**src/rtl/kf8237_acknowledge_controller_pkg.sv**
```systemverilog
// Shared types for the 8237 grant path: transfer modes, acknowledge FSM states,
// and the one-hot to channel index helper.
package kf8237_acknowledge_controller_pkg;

  localparam int NUM_CH = 4;

  typedef enum logic [1:0] {
    DEMAND  = 2'b00,
    SINGLE  = 2'b01,
    BLOCK   = 2'b10,
    CASCADE = 2'b11
  } transfer_mode_t;

  typedef enum logic [1:0] {
    IDLE,
    REQUEST,
    SERVICE,
    RELEASE
  } ack_state_t;

  // Lowest set bit wins, so a malformed multi-hot request still maps to one channel.
  function automatic logic [1:0] onehot_to_index(input logic [3:0] v);
    logic [1:0] idx;
    idx = 2'd0;
    for (int i = NUM_CH - 1; i >= 0; i--)
      if (v[i]) idx = 2'(i);
    return idx;
  endfunction

endpackage

```
**src/rtl/kf8237_acknowledge_controller_if.sv**
```systemverilog
// Bus bundle between the priority encoder / CPU side and the acknowledge controller.
interface kf8237_acknowledge_controller_if;
  import kf8237_acknowledge_controller_pkg::*;

  logic [7:0]           internal_data_bus;
  logic                 write_command_register;
  logic                 master_clear;
  transfer_mode_t [3:0] transfer_mode;
  logic [3:0]           encoded_dma;
  logic [3:0]           dma_request_pending;
  logic                 cycle_done;
  logic                 end_of_process;
  logic                 hold_acknowledge;
  logic                 hold_request;
  logic [3:0]           dma_acknowledge_internal;
  logic [3:0]           dma_acknowledge;
  logic [1:0]           dma_rotate;
  logic                 service_start;

  modport master (
    output internal_data_bus, write_command_register, master_clear, transfer_mode,
           encoded_dma, dma_request_pending, cycle_done, end_of_process, hold_acknowledge,
    input  hold_request, dma_acknowledge_internal, dma_acknowledge, dma_rotate, service_start
  );

  modport slave (
    input  internal_data_bus, write_command_register, master_clear, transfer_mode,
           encoded_dma, dma_request_pending, cycle_done, end_of_process, hold_acknowledge,
    output hold_request, dma_acknowledge_internal, dma_acknowledge, dma_rotate, service_start
  );
endinterface

```
**src/rtl/kf8237_acknowledge_controller.sv**
```systemverilog
// HRQ/HLDA handshake, channel latch, DACK generation and priority rotation.
// All state advances on the falling edge of clock.
module kf8237_acknowledge_controller
  import kf8237_acknowledge_controller_pkg::*;
(
  input  logic                          clock,
  input  logic                          reset_n,
  kf8237_acknowledge_controller_if.slave bus
);

  ack_state_t     state_q, state_d;
  logic [1:0]     ch_q, ch_d;
  logic [3:0]     ack_q, ack_d;
  logic [1:0]     rot_q, rot_d;
  logic           pol_q, pol_d;
  logic           start_q, start_d;
  logic           mode_release;
  transfer_mode_t ch_mode;
  logic           ch_pending;

  assign ch_mode    = bus.transfer_mode[ch_q];
  assign ch_pending = bus.dma_request_pending[ch_q];

  always_comb begin
    mode_release = 1'b0;
    unique case (ch_mode)
      SINGLE:  mode_release = bus.cycle_done;
      BLOCK:   mode_release = 1'b0;
      DEMAND:  mode_release = bus.cycle_done && !ch_pending;
      CASCADE: mode_release = !ch_pending;
      default: mode_release = 1'b0;
    endcase
  end

  always_comb begin
    state_d = state_q;
    ch_d    = ch_q;
    ack_d   = ack_q;
    rot_d   = rot_q;
    pol_d   = pol_q;
    start_d = 1'b0;

    if (bus.write_command_register) pol_d = bus.internal_data_bus[7];

    unique case (state_q)
      IDLE: if (bus.encoded_dma != 4'd0) state_d = REQUEST;
      REQUEST: begin
        if (bus.encoded_dma == 4'd0) begin
          state_d = IDLE;
        end else if (bus.hold_acknowledge) begin
          state_d = SERVICE;
          ch_d    = onehot_to_index(bus.encoded_dma);
          ack_d   = 4'b0001 << onehot_to_index(bus.encoded_dma);
          start_d = 1'b1;
        end
      end
      SERVICE: begin
        // Losing HLDA is an abort: the channel gave up nothing, so no rotation.
        if (!bus.hold_acknowledge) begin
          state_d = IDLE;
          ack_d   = 4'd0;
        end else if (bus.end_of_process || mode_release) begin
          state_d = RELEASE;
          ack_d   = 4'd0;
          rot_d   = ch_q + 2'd1;
        end
      end
      RELEASE: state_d = IDLE;
      default: state_d = IDLE;
    endcase

    if (bus.master_clear) begin
      state_d = IDLE;
      ch_d    = 2'd0;
      ack_d   = 4'd0;
      rot_d   = 2'd0;
      pol_d   = 1'b0;
      start_d = 1'b0;
    end
  end

  always_ff @(negedge clock or negedge reset_n) begin
    if (!reset_n) begin
      state_q <= IDLE;
      ch_q    <= 2'd0;
      ack_q   <= 4'd0;
      rot_q   <= 2'd0;
      pol_q   <= 1'b0;
      start_q <= 1'b0;
    end else begin
      state_q <= state_d;
      ch_q    <= ch_d;
      ack_q   <= ack_d;
      rot_q   <= rot_d;
      pol_q   <= pol_d;
      start_q <= start_d;
    end
  end

  assign bus.hold_request             = (state_q == REQUEST) || (state_q == SERVICE);
  assign bus.dma_acknowledge_internal = ack_q;
  assign bus.dma_acknowledge          = pol_q ? ack_q : ~ack_q;
  assign bus.dma_rotate               = rot_q;
  assign bus.service_start            = start_q;

endmodule
```
**src/flat_wrapper.sv**
```systemverilog
// flat-port wrapper written by rule: the top's interface ports become plain ports
module kf8237_acknowledge_controller_flat import kf8237_acknowledge_controller_pkg::*;
  (clock, reset_n, bus_internal_data_bus, bus_write_command_register, bus_master_clear, bus_transfer_mode, bus_encoded_dma, bus_dma_request_pending, bus_cycle_done, bus_end_of_process, bus_hold_acknowledge, bus_hold_request, bus_dma_acknowledge_internal, bus_dma_acknowledge, bus_dma_rotate, bus_service_start);
  kf8237_acknowledge_controller_if bus_i ();
  input  logic clock;
  input  logic reset_n;
  input wire logic [$bits(bus_i.internal_data_bus)-1:0] bus_internal_data_bus;
  input wire logic [$bits(bus_i.write_command_register)-1:0] bus_write_command_register;
  input wire logic [$bits(bus_i.master_clear)-1:0] bus_master_clear;
  input wire logic [$bits(bus_i.transfer_mode)-1:0] bus_transfer_mode;
  input wire logic [$bits(bus_i.encoded_dma)-1:0] bus_encoded_dma;
  input wire logic [$bits(bus_i.dma_request_pending)-1:0] bus_dma_request_pending;
  input wire logic [$bits(bus_i.cycle_done)-1:0] bus_cycle_done;
  input wire logic [$bits(bus_i.end_of_process)-1:0] bus_end_of_process;
  input wire logic [$bits(bus_i.hold_acknowledge)-1:0] bus_hold_acknowledge;
  output wire logic [$bits(bus_i.hold_request)-1:0] bus_hold_request;
  output wire logic [$bits(bus_i.dma_acknowledge_internal)-1:0] bus_dma_acknowledge_internal;
  output wire logic [$bits(bus_i.dma_acknowledge)-1:0] bus_dma_acknowledge;
  output wire logic [$bits(bus_i.dma_rotate)-1:0] bus_dma_rotate;
  output wire logic [$bits(bus_i.service_start)-1:0] bus_service_start;
  assign bus_i.internal_data_bus = bus_internal_data_bus;
  assign bus_i.write_command_register = bus_write_command_register;
  assign bus_i.master_clear = bus_master_clear;
  assign bus_i.transfer_mode = bus_transfer_mode;
  assign bus_i.encoded_dma = bus_encoded_dma;
  assign bus_i.dma_request_pending = bus_dma_request_pending;
  assign bus_i.cycle_done = bus_cycle_done;
  assign bus_i.end_of_process = bus_end_of_process;
  assign bus_i.hold_acknowledge = bus_hold_acknowledge;
  assign bus_hold_request = bus_i.hold_request;
  assign bus_dma_acknowledge_internal = bus_i.dma_acknowledge_internal;
  assign bus_dma_acknowledge = bus_i.dma_acknowledge;
  assign bus_dma_rotate = bus_i.dma_rotate;
  assign bus_service_start = bus_i.service_start;
  kf8237_acknowledge_controller u_core (.clock(clock), .reset_n(reset_n), .bus(bus_i));
endmodule
```
**config.mk**
```make
export PLATFORM = sky130hd
export DESIGN_NAME = kf8237_acknowledge_controller_flat
export DESIGN_NICKNAME = d
export VERILOG_FILES = /design/src/rtl/kf8237_acknowledge_controller_pkg.sv /design/src/rtl/kf8237_acknowledge_controller_if.sv /design/src/rtl/kf8237_acknowledge_controller.sv /design/src/flat_wrapper.sv
export SDC_FILE = /design/constraint.sdc
export NUM_CORES = 1
export LEC_CHECK = 0
export CAP_MARGIN = 5
export CORE_MARGIN = 2
export CORE_UTILIZATION = 41
export DETAILED_ROUTE_END_ITERATION = 10
export PLACE_DENSITY = 0.83
export SLEW_MARGIN = 20
export SYNTH_ARGS = -nofsm -noshare
export SYNTH_HDL_FRONTEND = slang
export SYNTH_SLANG_ARGS = --single-unit
```
**constraint.sdc**
```tcl
create_clock -name clock -period 2.9 [get_ports clock]
set_input_delay 0.435 -clock clock [delete_from_list [all_inputs] [get_ports clock]]
set_output_delay 0.435 -clock clock [all_outputs]
set_load 0.03 [all_outputs]
```
# [After elaboration in Yosys (flattened, before gate mapping)]
# Cells that the tools add are included.
[word_totals] regBits=12 inputBits=31 wordCells=77
[op_classes] addsub=1 n_lt_le_gt_ge=1 n_eq_ne=12 n_shift=1 n_mux=37 bitwise_logic=1 n_reduce_logical=18
[ops] cell="2-bit two-way mux" n=19
[ops] cell="4-bit two-way mux" n=6
[ops] cell="2-bit nonzero test" n=5
[ops] cell="3-bit AND reduction" n=3
[ops] cell="2-bit equality test, second input constant" n=4
[ops] cell="4-bit by 3-bit inequality test with 1-bit output, second input constant" n=2
[ops] cell="2-bit case mux with 4 select lines" n=1
[ops] cell="4-bit case mux with 2 select lines" n=1
[ops] cell="1-bit two-way mux" n=7
[ops] cell="3-bit inequality test, second input constant" n=2
[ops] cell="2-bit binary-select mux with 2-bit select" n=1
[ops] cell="2-bit by 1-bit equality test with 1-bit output, second input constant" n=2
[ops] cell="2-bit logical NOT" n=2
[ops] cell="4-bit logical NOT" n=1
[ops] cell="4-bit NOT" n=1
[ops] cell="1-bit case mux with 4 select lines" n=1
[ops] cell="4-bit AND reduction" n=1
[ops] cell="4-bit nonzero test" n=1
[ops] cell="1-bit by 2-bit left shift with 4-bit output, first input constant" n=1
[ops] cell="2-bit by 3-bit less-than comparator with 1-bit output, second input constant" n=1
[ops] cell="3-bit by 2-bit inequality test with 1-bit output, second input constant" n=1
[ops] cell="3-bit nonzero test" n=1
[ops] cell="2-bit by 1-bit adder with 2-bit output, second input constant" n=1
[ops] cell="1-bit binary-select mux with 2-bit select" n=1
[ops] cell="4 further kinds" n=5

# [Depth between registers and ports, before layout]
[logic_depth] depth_word=12 depth_mapped=6 ltp_nobuf=6

==> out/summary.md <==
In this run the worst hold path is classified as flip-flop to flip-flop. STA classifies the critical path endpoint as a flip-flop. Clock skew on the completed layout was measured at 1.163 ps. The count of input and output buffers is 35, and the core utilization of the finished layout is 74.59%.

The first routing iteration left 9 violations. The worst pin sits at a relative slew slack of 75.37%. After legalization and detailed placement, the total HPWL measured 2180 µm. The tools report the number of global-route vias before repair as 1108. The total power consumption of the routed design came out at 0.0005548 W. The routed layout has 1067 vias. The overall global routing resource usage was 26.30%. The number of failing setup endpoints in the final timing report is 13. The tools report the number of iterations in the first detailed-routing pass as 4.

After floorplanning, the core was sized to cover 2191 µm². Ranked by total cell area, the synthesized netlist is headed by dfrtn_1 32%, mux4_2 7.2%, ha_1 5.4%, xnor2_1 4.7%, mux2i_1 3.2%. The worst-case clock buffer depth is 2, and the number of vias per cell after detailed routing is 5.528.

At the later pin of the worst-skew pair, clock insertion delay measures 290 ps. The power density over the cells is 339.5 nW/µm². The final setup slack of the worst path was -338.1 ps; the worst supply voltage drop on vdd was 0.2884 mV. CTS root buffer: clkbuf_4. The final routed wire length divided by cell count was 16.25 µm. The maximum net fanout on the critical path is 4. The worst setup path is of the input port to flip-flop kind. The number of core rows was 17; the multi-input logic area was 700.7 µm². Setup repair after global routing could not meet its margin everywhere.

The number of buffers inserted for hold repair after clock tree synthesis was 0; the count of synthesis-stage warnings from yosys was 0. For the pin with the worst max-slew slack, the measured transition is 369.4 ps. The repair_antennas step left the layout with diodes totalling 0. The required arrival time at the worst endpoint is 1590 ps, and the number of antenna violations at the first check in global routing is 0. The first global-routing pass estimated 5071 µm of wire. In the synthesized netlist the dominant register cell turns out to be dfrtn_1. Synthesis inferred 12 register bits. The number of H-tree levels was 1. Of the cells placed in the final design, the portion with a size suffix greater than 1 is 53.94%. The library cell occupying the most area in the post-synthesis netlist was dfrtn_1. The tools report the sort of element at the start of the critical path as an input port. Arrival time of data at the critical path endpoint: 1930 ps.

The count of nets left with antenna violations once routing finished came out at 0. At the end of the flow, the number of nets in the layout was 201. At the end of routability-driven placement, the weighted congestion stood at 0.9235. Share of synthesized registers carrying an async set or reset: 100.0%. The count of flip-flops with a built-in enable after synthesis works out to 0.

The initial utilization of the core area, before any placement, comes to 42.55%. The flow ran to the end, but the final reports show violations. The layout-stage area growth over the synthesis result was 75.30%; the CTS sink count was 12. For this block, the routed nets add up to 3136 µm of wire.

Counting instances in the post-synthesis netlist gives the leading cell types as 12 x dfrtn_1, 7 x nor2_1, 6 x inv_1. The final-report hold violation count is 0, and the clock-pin slew on the worst setup and hold paths is 60 ps. The post-synthesis cell area is 932.1 µm², and the max-cap check violation count is 0. A synthesized cell averages 9.812 µm². For the count of filler cells inserted in the layout, the log shows 158.

The run gives 13 as the largest net degree at the start of global routing. The analysis attributes to cell leakage a power of 0.7646 nW. Prior to clock tree synthesis, the placed netlist has a worst setup slack of -988.9 ps. The vertical die dimension is 51.68 µm, and the remaining global-route overflow is 0. In the final layout, flip-flops and latches occupy 300.3 µm². The final reports fail on negative setup slack. The fraction of post-synthesis cell area in the top cell type by area is 32.21%, and the die area is 2671 µm². The number of top-level pins was 43; the DRC violation count after routing was 0. The most frequently used cell type in the post-synthesis netlist is dfrtn_1. After technology mapping, the gate count stands at 95. The finished layout holds 193 standard cells, fillers aside. The number of placed instances, taps included, is 178. The number of pins with negative max-slew slack in the final report is 0, and the synthesized netlist net count is 130. The sequential cell area fraction in the yosys report was 32.21%; the number of distinct library cell variants in the gate-level netlist after synthesis was 37. Measured along the x axis, the die boundary spans 51.68 µm. Setup total negative slack on the finished layout was measured at -2934 ps.

TritonCTS built the clock tree. For the number of CTS-inserted buffers, the log shows 3.
-- state kept, by name, indices dropped and copies added (netlist names) --
signal                               cells
u_core.bus.dma_rotate                    2
u_core.pol_q                             1
u_core.bus.service_start                 1
u_core.bus.dma_acknowledge_internal      4
u_core.ch_q                              2
u_core.state_q                           2
-- critical path, cell delays in order --
cell      delay, ps
buf_6            90
mux4_2          460
buf_4           150
and2b_2         220
o211ai_2        240
mux2_4          330
-- per-stage QoR --
step	cell area [µm²]	hold slack, ps
3_5_place_dp	1480	546.1
5_1_grt	1634	635.4
4_1_cts	1595	610.8
3_3_place_gp	1480	539.0
6_report	1634	609.7
2_1_floorplan	970.9	494.3
-- layout make-up --
| cell class | count | area share, % |
|---|---|---|
| repair buffers | 69 | 33.00 |
| flip-flops and latches | 12 | 18.38 |
| clock buffers | 4 | 2.221 |
| multi-input cells | 74 | 42.88 |
| well taps | 28 | 2.144 |
| inverters | 6 | 1.378 |
-- cell usage in the layout, fill, tap and decap left out, types with 4 or more instances in the layout --
| master | netlist | final |
|---|---|---|
| nor2_1 | 7 | 7 |
| buf_4 | 0 | 39 |
| dfrtn_1 | 12 | 12 |
| nor2b_1 | 4 | 4 |
| clkdlybuf4s50_1 | 0 | 6 |
| buf_6 | 1 | 10 |
| buf_2 | 0 | 10 |
| inv_1 | 6 | 5 |
| o211ai_1 | 4 | 4 |
| xnor2_2 | 0 | 4 |
-- logic make-up (layout without fill, tap and decap cells) --
| group | count (synthesis) | in the layout | synth area share (%) |
|---|---|---|---|
| muxes | 8 | 8 | 12.89 |
| and+or+nand+nor | 33 | 33 | 20.13 |
| AOI/OAI and AO/OA | 24 | 24 | 20.27 |
| buffers and inverters | 9 | 79 | 4.430 |
| xor gates and xnor gates | 5 | 5 | 4.698 |
| DFF | 12 | 12 | 32.21 |
| adders and majority gates | 4 | 4 | 5.369 |
-- per-layer routing --
metal  wire [µm]  share of wire [%]  up-vias  track usage [%]
li1            -                  -      502                -
met4          97                3.1        0            12.28
met1        1232                 39      523            28.96
met3         123                3.9       11            4.023
met2        1682                 54       31            48.93
met5           0                  0        -                0
-- worst paths after layout --
check	from	endpoint	slack (ps)	cells past startpoint
max	bus_dma_request_pending[3]	u_core.bus.dma_rotate[0]	-340	6
min	u_core.bus.dma_rotate[0]	u_core.bus.dma_rotate[0]	610	2
max reg2reg	u_core.ch_q[0]	u_core.bus.dma_rotate[0]	670	5
min reg2reg	u_core.bus.dma_rotate[0]	u_core.bus.dma_rotate[0]	610	2
max in group asynchronous	reset_n	u_core.state_q[1]	930	2
min in group asynchronous	reset_n	u_core.bus.dma_acknowledge_internal[1]	1780	2
-- what timing repair did --
item	4_1_cts	5_1_grt
cloned	0	0
buffers inserted	7	4
setup endpoints to repair	17	16
pin swaps	15	9
gates resized for setup	62	11
-- power breakdown --
part | leakage (nW) | internal [W] | switching, W | total [W]
Sequential | 0.164 | 0.000176 | 0.00000980 | 0.000185
Combinational | 0.579 | 0.000120 | 0.000103 | 0.000223
Clock | 0.0210 | 0.0000765 | 0.0000699 | 0.000146
Total | 0.765 | 0.000372 | 0.000183 | 0.000555
Power figures use the tool's default switching activity.
